==> config.mk <==
export PLATFORM = sky130hd
export DESIGN_NAME = tis_core
export DESIGN_NICKNAME = d
export VERILOG_FILES = /design/src/rtl/tis_core.sv
export SDC_FILE = /design/constraint.sdc
export NUM_CORES = 1
export LEC_CHECK = 0
export BUFFER_PORTS_ARGS = -buffer_cell sky130_fd_sc_hd__buf_2
export CORE_MARGIN = 2
export CORE_UTILIZATION = 47
export CTS_CLUSTER_SIZE = 24
export DETAILED_ROUTE_END_ITERATION = 10
export GPL_ROUTABILITY_DRIVEN = 0
export GPL_TIMING_DRIVEN = 0
export PLACE_DENSITY = 0.77
export SETUP_SLACK_MARGIN = 0.15
export SYNTH_ARGS = -nofsm -noshare
export SYNTH_HDL_FRONTEND = slang
export SYNTH_SLANG_ARGS = --single-unit
==> constraint.sdc <==
create_clock -name clk -period 7.4 [get_ports clk]
set_input_delay 0 -clock clk [delete_from_list [all_inputs] [get_ports clk]]
set_output_delay 0 -clock clk [all_outputs]
set_load 0.005 [all_outputs]
==> src/rtl/tis_core.sv <==
// Single TIS-100-style execution node: one instruction per clock from a 15-word program,
// with a saturating 11-bit accumulator, a backup register and a wrapping program counter.
module tis_core (
    input  logic        clk,
    input  logic        rst,
    input  logic [3:0]  pLength,
    input  logic [15:0] prog [0:14],
    output logic [10:0] acc
);

    typedef enum logic [3:0] {
        OpNop = 4'h0,
        OpMov = 4'h1,
        OpSwp = 4'h2,
        OpSav = 4'h3,
        OpAdd = 4'h4,
        OpSub = 4'h5,
        OpNeg = 4'h6,
        OpJmp = 4'h7,
        OpJez = 4'h8,
        OpJnz = 4'h9,
        OpJgz = 4'hA,
        OpJlz = 4'hB,
        OpJro = 4'hC
    } op_e;

    localparam logic signed [11:0] SatMax = 12'sd999;
    localparam logic signed [11:0] SatMin = -12'sd999;

    logic [10:0] acc_q, acc_d;
    logic [10:0] bak_q, bak_d;
    logic [3:0]  pc_q, pc_d;

    logic [15:0]        instr;
    logic               pc_valid;
    op_e                op;
    logic signed [11:0] acc_s;
    logic signed [11:0] src;
    logic [4:0]         pc_inc;
    logic [3:0]         pc_seq;
    logic [3:0]         pc_tgt;
    logic [3:0]         pc_max;
    logic signed [12:0] jro_sum;
    logic [3:0]         pc_jro;

    function automatic logic [10:0] sat(input logic signed [11:0] v);
        if (v > SatMax) begin
            return SatMax[10:0];
        end else if (v < SatMin) begin
            return SatMin[10:0];
        end
        return v[10:0];
    endfunction

    // Mux instead of direct indexing keeps a stale PC of 15 from reading past the array.
    always_comb begin
        instr = 16'h0000;
        for (int i = 0; i < 15; i++) begin
            if (pc_q == 4'(i)) begin
                instr = prog[i];
            end
        end
    end

    assign pc_valid = pc_q < pLength;
    assign op       = op_e'(instr[15:12]);
    assign acc_s    = $signed({acc_q[10], acc_q});
    assign src      = instr[11] ? acc_s : $signed({instr[10], instr[10:0]});

    assign pc_inc  = {1'b0, pc_q} + 5'd1;
    assign pc_seq  = (pc_inc == {1'b0, pLength}) ? 4'd0 : pc_inc[3:0];
    assign pc_tgt  = (instr[3:0] >= pLength) ? 4'd0 : instr[3:0];
    assign pc_max  = pLength - 4'd1;
    assign jro_sum = $signed({9'b0, pc_q}) + $signed({src[11], src});

    always_comb begin
        if (jro_sum < 13'sd0) begin
            pc_jro = 4'd0;
        end else if (jro_sum > $signed({9'b0, pc_max})) begin
            pc_jro = pc_max;
        end else begin
            pc_jro = jro_sum[3:0];
        end
    end

    always_comb begin
        acc_d = acc_q;
        bak_d = bak_q;
        pc_d  = pc_seq;
        if (!pc_valid) begin
            // Covers pLength == 0 and a PC stranded by a runtime pLength reduction.
            pc_d = 4'd0;
        end else begin
            case (op)
                OpMov: acc_d = sat(src);
                OpSwp: begin
                    acc_d = bak_q;
                    bak_d = acc_q;
                end
                OpSav: bak_d = acc_q;
                OpAdd: acc_d = sat(acc_s + src);
                OpSub: acc_d = sat(acc_s - src);
                OpNeg: acc_d = sat(-acc_s);
                OpJmp: pc_d = pc_tgt;
                OpJez: if (acc_s == 12'sd0) pc_d = pc_tgt;
                OpJnz: if (acc_s != 12'sd0) pc_d = pc_tgt;
                OpJgz: if (acc_s > 12'sd0) pc_d = pc_tgt;
                OpJlz: if (acc_s < 12'sd0) pc_d = pc_tgt;
                OpJro: pc_d = pc_jro;
                default: ;
            endcase
        end
    end

    always_ff @(posedge clk) begin
        if (!rst) begin
            acc_q <= '0;
            bak_q <= '0;
            pc_q  <= '0;
        end else begin
            acc_q <= acc_d;
            bak_q <= bak_d;
            pc_q  <= pc_d;
        end
    end

    assign acc = acc_q;

endmodule

; ---- Word-level counts from Yosys, hierarchy flattened
; Cells that the tools add are included.
[classes]
add_sub_neg = 6
n_lt_le_gt_ge = 14
eq_ne = 27
muxes = 54
n_reduce_logical = 8
[ops]
columns = operator, n
row1 = 16-bit two-way mux, 15
row2 = 11-bit two-way mux, 12
row3 = 11-bit one-hot mux with 5 select lines, 1
row4 = "4-bit == test, second input constant", 12
row5 = "12-bit by 11-bit greater-than comparator with 1-bit output, second input constant", 4
row6 = "12-bit by 11-bit less-than comparator with 1-bit output, second input constant", 4
row7 = "4-bit by 3-bit == test with 1-bit output, second input constant", 8
row8 = 4-bit two-way mux, 8
row9 = 4-bit one-hot mux with 6 select lines, 1
row10 = "4-bit by 2-bit == test with 1-bit output, second input constant", 4
row11 = 1-bit two-way mux, 16
row12 = 5-bit by 12-bit adder with 13-bit output, 1
row13 = 13-bit by 5-bit greater-than comparator with 1-bit output, 1
row14 = "13-bit by 1-bit less-than comparator with 1-bit output, second input constant", 1
row15 = 11-bit by 12-bit adder with 12-bit output, 1
row16 = 12-bit logical NOT, 1
row17 = 12-bit two-way mux, 1
row18 = 11-bit negation with 12-bit output, 1
row19 = 12-bit nonzero test, 1
row20 = 11-bit by 12-bit subtractor with 12-bit output, 1
row21 = "11-bit by 1-bit greater-than comparator with 1-bit output, second input constant", 1
row22 = "11-bit by 1-bit less-than comparator with 1-bit output, second input constant", 1
row23 = "4-bit by 1-bit == test with 1-bit output, second input constant", 2
row24 = 2-bit AND reduction, 3
row25 = other kinds (8), 8
[word_totals]
reg_bits = 26
out_inout_bits = 11
elab_cells = 112

; ---- Longest topological paths before layout
[depth]
depth_word = 25
ltp_mapped = 30
mapped_depth_nobuf = 25

; ---- Least setup slack after synthesis
; Ideal clock, no wire load.
[synth_timing]
path_type = flip-flop to flip-flop
start = register pc_q[1]
end = register acc_q[3] (netlist: acc[3])
setup_ps = 59
arrival_ps = 5377
slack_ps = 1965
stages_incl_launch_ff = 25
path_buffers = 6
period_less_slack_ps = 5435
cell_sequence = dfxtp_1 inv_1 ha_1 buf_2 buf_2 buf_4 a221oi_1 a2bb2oi_1 a21o_1 buf_2 buf_2 mux2i_1 inv_1 ha_1 clkbuf_1 nor3_1 a221o_1 or2_2 a211o_1 a221oi_4 xnor2_1 nor4_4 o21ai_2 a211oi_1 o221a_2
[synth_between]
elab_chain_cells = 25
elab_cells_between_ends = 66
cone_classes = add/sub: 2 / order compare: 7 / eq/ne: 19 / mux: 35 / reduce/logical: 3
[synth_rtl]
columns = item, line_no
row1 = from (decl), 32  ; logic [3:0] pc_q, pc_d;
row2 = from (signal assigned), 123  ; pc_q <= pc_d;
row3 = 4-bit logical NOT, 59  ; if (pc_q == 4'(i)) begin
row4 = 16-bit two-way mux (15 in series), 59
row5 = 12-bit two-way mux, 68  ; assign src = instr[11] ? acc_s : $signed({instr[10], instr[10:0]});
row6 = 11-bit by 12-bit subtractor with 12-bit output or 11-bit by 12-bit adder with 12-bit output (tied branches), "102, 101"
row7 = 12-bit by 11-bit less-than comparator with 1-bit output, 49  ; end else if (v < SatMin) begin
row8 = 1-bit two-way mux, 49
row9 = 1-bit two-way mux, 47  ; if (v > SatMax) begin
row10 = 1-bit two-way mux, 94  ; case (op)
row11 = 1-bit two-way mux, 90  ; if (!pc_valid) begin
row12 = 11-bit two-way mux, 52  ; return v[10:0];
row13 = 11-bit one-hot mux with 5 select lines, 94
row14 = to (signal assigned), 117  ; acc_q <= '0;
row15 = to (signal assigned), 121  ; acc_q <= acc_d;
row16 = to (decl), 30  ; logic [10:0] acc_q, acc_d;
; Parallel ways exist; a longest one is shown, timed or not. The select of a mux whose other input is x is not followed.
; A chain may end at the register's enable or synchronous reset.

; ---- Worst setup path in the final report
[layout_timing]
start = register pc_q[0]
end = register acc_q[1] (netlist: acc[1])
; Same word-level chain as after synthesis.

==> run metrics <==
sequential element share of the synthesized area 7.52%; final slew viol count 0; first-pass GRT wire length ~50000 um; IR Drop Worst-Case VDD 0.252 mV; Max transition margin 17.7%; worst-skew pair later-pin latency 0.27 ns; CTS tree yes; actual transition at the worst max-transition pin 1.21 ns; total CTS buffers 3; Total Neg Setup Slack 0 ns; Core Region 14500 um^2; parity-gate share of the synthesized area counting xor and xnor cells 4.56%; router iterations before antenna repair 7; Async S/R FF share, synth 0%; startpoint of the lowest-slack hold path rst; cell repeated most along the worst path sky130_fd_sc_hd__inv_1; biggest area consumer among synthesized cells sky130_fd_sc_hd__ha_1; critical-path cell with the highest stage delay sky130_fd_sc_hd__clkbuf_1; part of the cycle the worst path needs 94.8%; initial standard-cell utilization of the core 47.8%; final layout net count 1555; Fin Clk Skew between 0.002 and 0.0025 ns; I/O pins between 200 and 300; DRC marker count from the first detailed-route iteration 1839; number of enable flip-flop cells after synthesis 0; FF+latch count, synth 26; count of port buffers added during placement 256; routed vias 10000; average vias per placed instance a little under 7; clock edge transition at the registers on the reported setup and hold paths 0.07 ns; worst reg2reg endpoint acc[1]$_SDFFE_PN0P_; endpoint of the worst hold-timing path pc_q[1]$_SDFF_PN0_; number of rows in the core area 44; result of the run completed; largest family of logic cells by synthesized area compound AO/OA/AOI/OAI gates; Slowest Stage Delay on Critical Path ~0.5 ns; setup slack of the critical path after layout 0.385 ns; leading cell type in the layout, fill and taps excluded sky130_fd_sc_hd__buf_2; max_cap viols 0; H-tree levels 1; DRC violation count after routing 0; area of the die between 15000 and 20000 um^2; final WL 32900 um; reported leakage power ~3.7 nW; chip width approximately 130 um; Tmin final 7.01 ns; detailed-route wire length per cell 22.8 um; launch point of the worst reg-to-reg path pc_q[0]$_SDFF_PN0_; unrepaired setup endpoints after global routing no; main flop type after synthesis sky130_fd_sc_hd__dfxtp_1; total nets after synthesis 1294; WHS Path Cells 3; data required time at the worst endpoint 7.54 ns; Data arrival, critical path slightly above 7 ns; fraction of layout instances using a drive strength above 1 25.4%; slack of the worst reg-to-reg path 0.39 ns; total power of the final layout 0.00523 W; overflow left after global routing 0; All-Layer GR Usage 39.3%; arithmetic-cell share of the synthesized area counting full adders, half adders and majority gates 9.19%; Pwr Density 612 nW/um^2; worst reg-to-reg path cell count 26; class of the worst hold path input port to register; Detailed Place HPWL 26200 um; startpoint class of the critical path register; synthesized area per cell about 6.9 um^2; biggest fanout along the worst timing path 10; yosys warns 0; launching element of the worst setup path pc_q[0]$_SDFF_PN0_; main area contributors after synthesis sky130_fd_sc_hd__ha_1, sky130_fd_sc_hd__dfxtp_1, sky130_fd_sc_hd__a21oi_1; number of distinct library cells after synthesis 84; number of antenna violations at the first check in global routing 0; most frequent cells in the layout sky130_fd_sc_hd__buf_2, sky130_fd_sc_hd__a21oi_1, sky130_fd_sc_hd__nor2_1; multiplexer share of the synthesized area 3.98%; Simple-Gate Fraction of Synth Area between 20% and 30%; pin count of the biggest net entering global routing 15; Max Freq approximately 140 MHz; cts hold-fix bufs 0; top cell type's share of synthesized area 8.32%; via count of the first global-routing pass 9340; CTS max path bufs 2; Setup Crit Path Kind register to register; area added between synthesis and finish 23.5%; final number of hold-violating endpoints 0; area of the mapped netlist 6920 um^2; post-place setup slack approximately 0.17 ns; post-synthesis instance total 1001; CP endpoint kind register; Antenna diodes 0; area fraction in compound gates after synthesis 40.8%; vertical extent of the die 125 um; setup violators final 0; ANT nets after route 0; clock tree root buffer cell sky130_fd_sc_hd__clkbuf_16; Sinks on Clock Net 26
[logic make-up after synthesis]
group                      Yosys count
AOI/OAI and AO/OA                  387
and+or+nand+nor                    346
buffers and inverters              128
adders and majority gates           51
xor gates and xnor gates            36
muxes                               27
DFF                                 26
[per-stage QoR]
step                hold slack (ns)  std cells  utilization, %  instance area (um^2)
floorplan                     0.153       1001               -                  6920
global placement              0.398       1441            58.2                  8430
detailed placement            0.414       1441            58.2                  8430
CTS                           0.132       1445            58.8                  8520
global route                  0.158       1445            59.0                  8540
finish                        0.135       1445            59.0                  8540
[timing repair]
item,4_1_cts,5_1_grt
setup buffers,0,0
pin swaps,0,0
setup endpoints to repair,1,9
cloned,0,0
resized for setup,1,9
[final cells by class]
class / count / area [um^2]
fillers: 1379 / 5940
multi-input cells: 847 / 5890
repair buffers: 256 / 1280
flip-flops and latches: 26 / 522
plain buffers: 78 / 342
well taps: 184 / 230
inverters: 50 / 188
clock buffers: 4 / 88.8
[worst max-delay path, delay by kind of cell, from the launching register on]
| family | cells | cell delay [ns] |
|---|---|---|
| AOI/OAI and AO/OA | 10 | 2.24 |
| xor gates and xnor gates | 1 | 0.25 |
| adders and majority gates | 3 | 0.88 |
| buffers and inverters | 7 | 1.82 |
| DFF | 1 | 0.39 |
| muxes | 1 | 0.34 |
| and+or+nand+nor | 4 | 0.97 |
[state kept, by name, indices dropped and copies added, names as in the netlist]
| register | flops |
|---|---|
| bak_q | 11 |
| pc_q | 4 |
| acc | 11 |
[Yosys cell counts, drive strengths merged, types with 26 or more instances]
library cell / count
nor2: 75
a21oi: 78
inv: 47
nand3: 31
o21ai: 58
buf: 29
nand2: 66
clkbuf: 49
xnor2: 28
ha: 46
dfxtp: 26
nor2b: 43
a221oi: 30
[worst max path at each step]
stage / to / slack, ns / cells after the start
finish: acc[1]$_SDFFE_PN0P_ / 0.39 / 26
CTS: acc[1]$_SDFFE_PN0P_ / 0.18 / 29
global placement: acc[1]$_SDFFE_PN0P_ / 0.25 / 25
detailed placement: acc[1]$_SDFFE_PN0P_ / 0.17 / 25
floorplan: acc[3]$_SDFFE_PN0P_ / 1.96 / 24
global route: acc[1]$_SDFFE_PN0P_ / 0.17 / 26
[per-layer routing]
metal  vias up  global-route usage (%)  part of all wire [%]
li1       4356                       -                     -
met1      4559                    53.4                    39
met2       916                    59.6                    40
met3       206                    11.0                    15
met4         0                    13.8                   5.4
met5         -                       0                     0
[power by group]
| group | internal (W) | switching (W) |
|---|---|---|
| clock network | 0.0000830 | 0.0000555 |
| logic | 0.00173 | 0.00314 |
| registers | 0.000174 | 0.0000538 |
| total | 0.00198 | 0.00325 |
(Power assumes the default switching activity.)
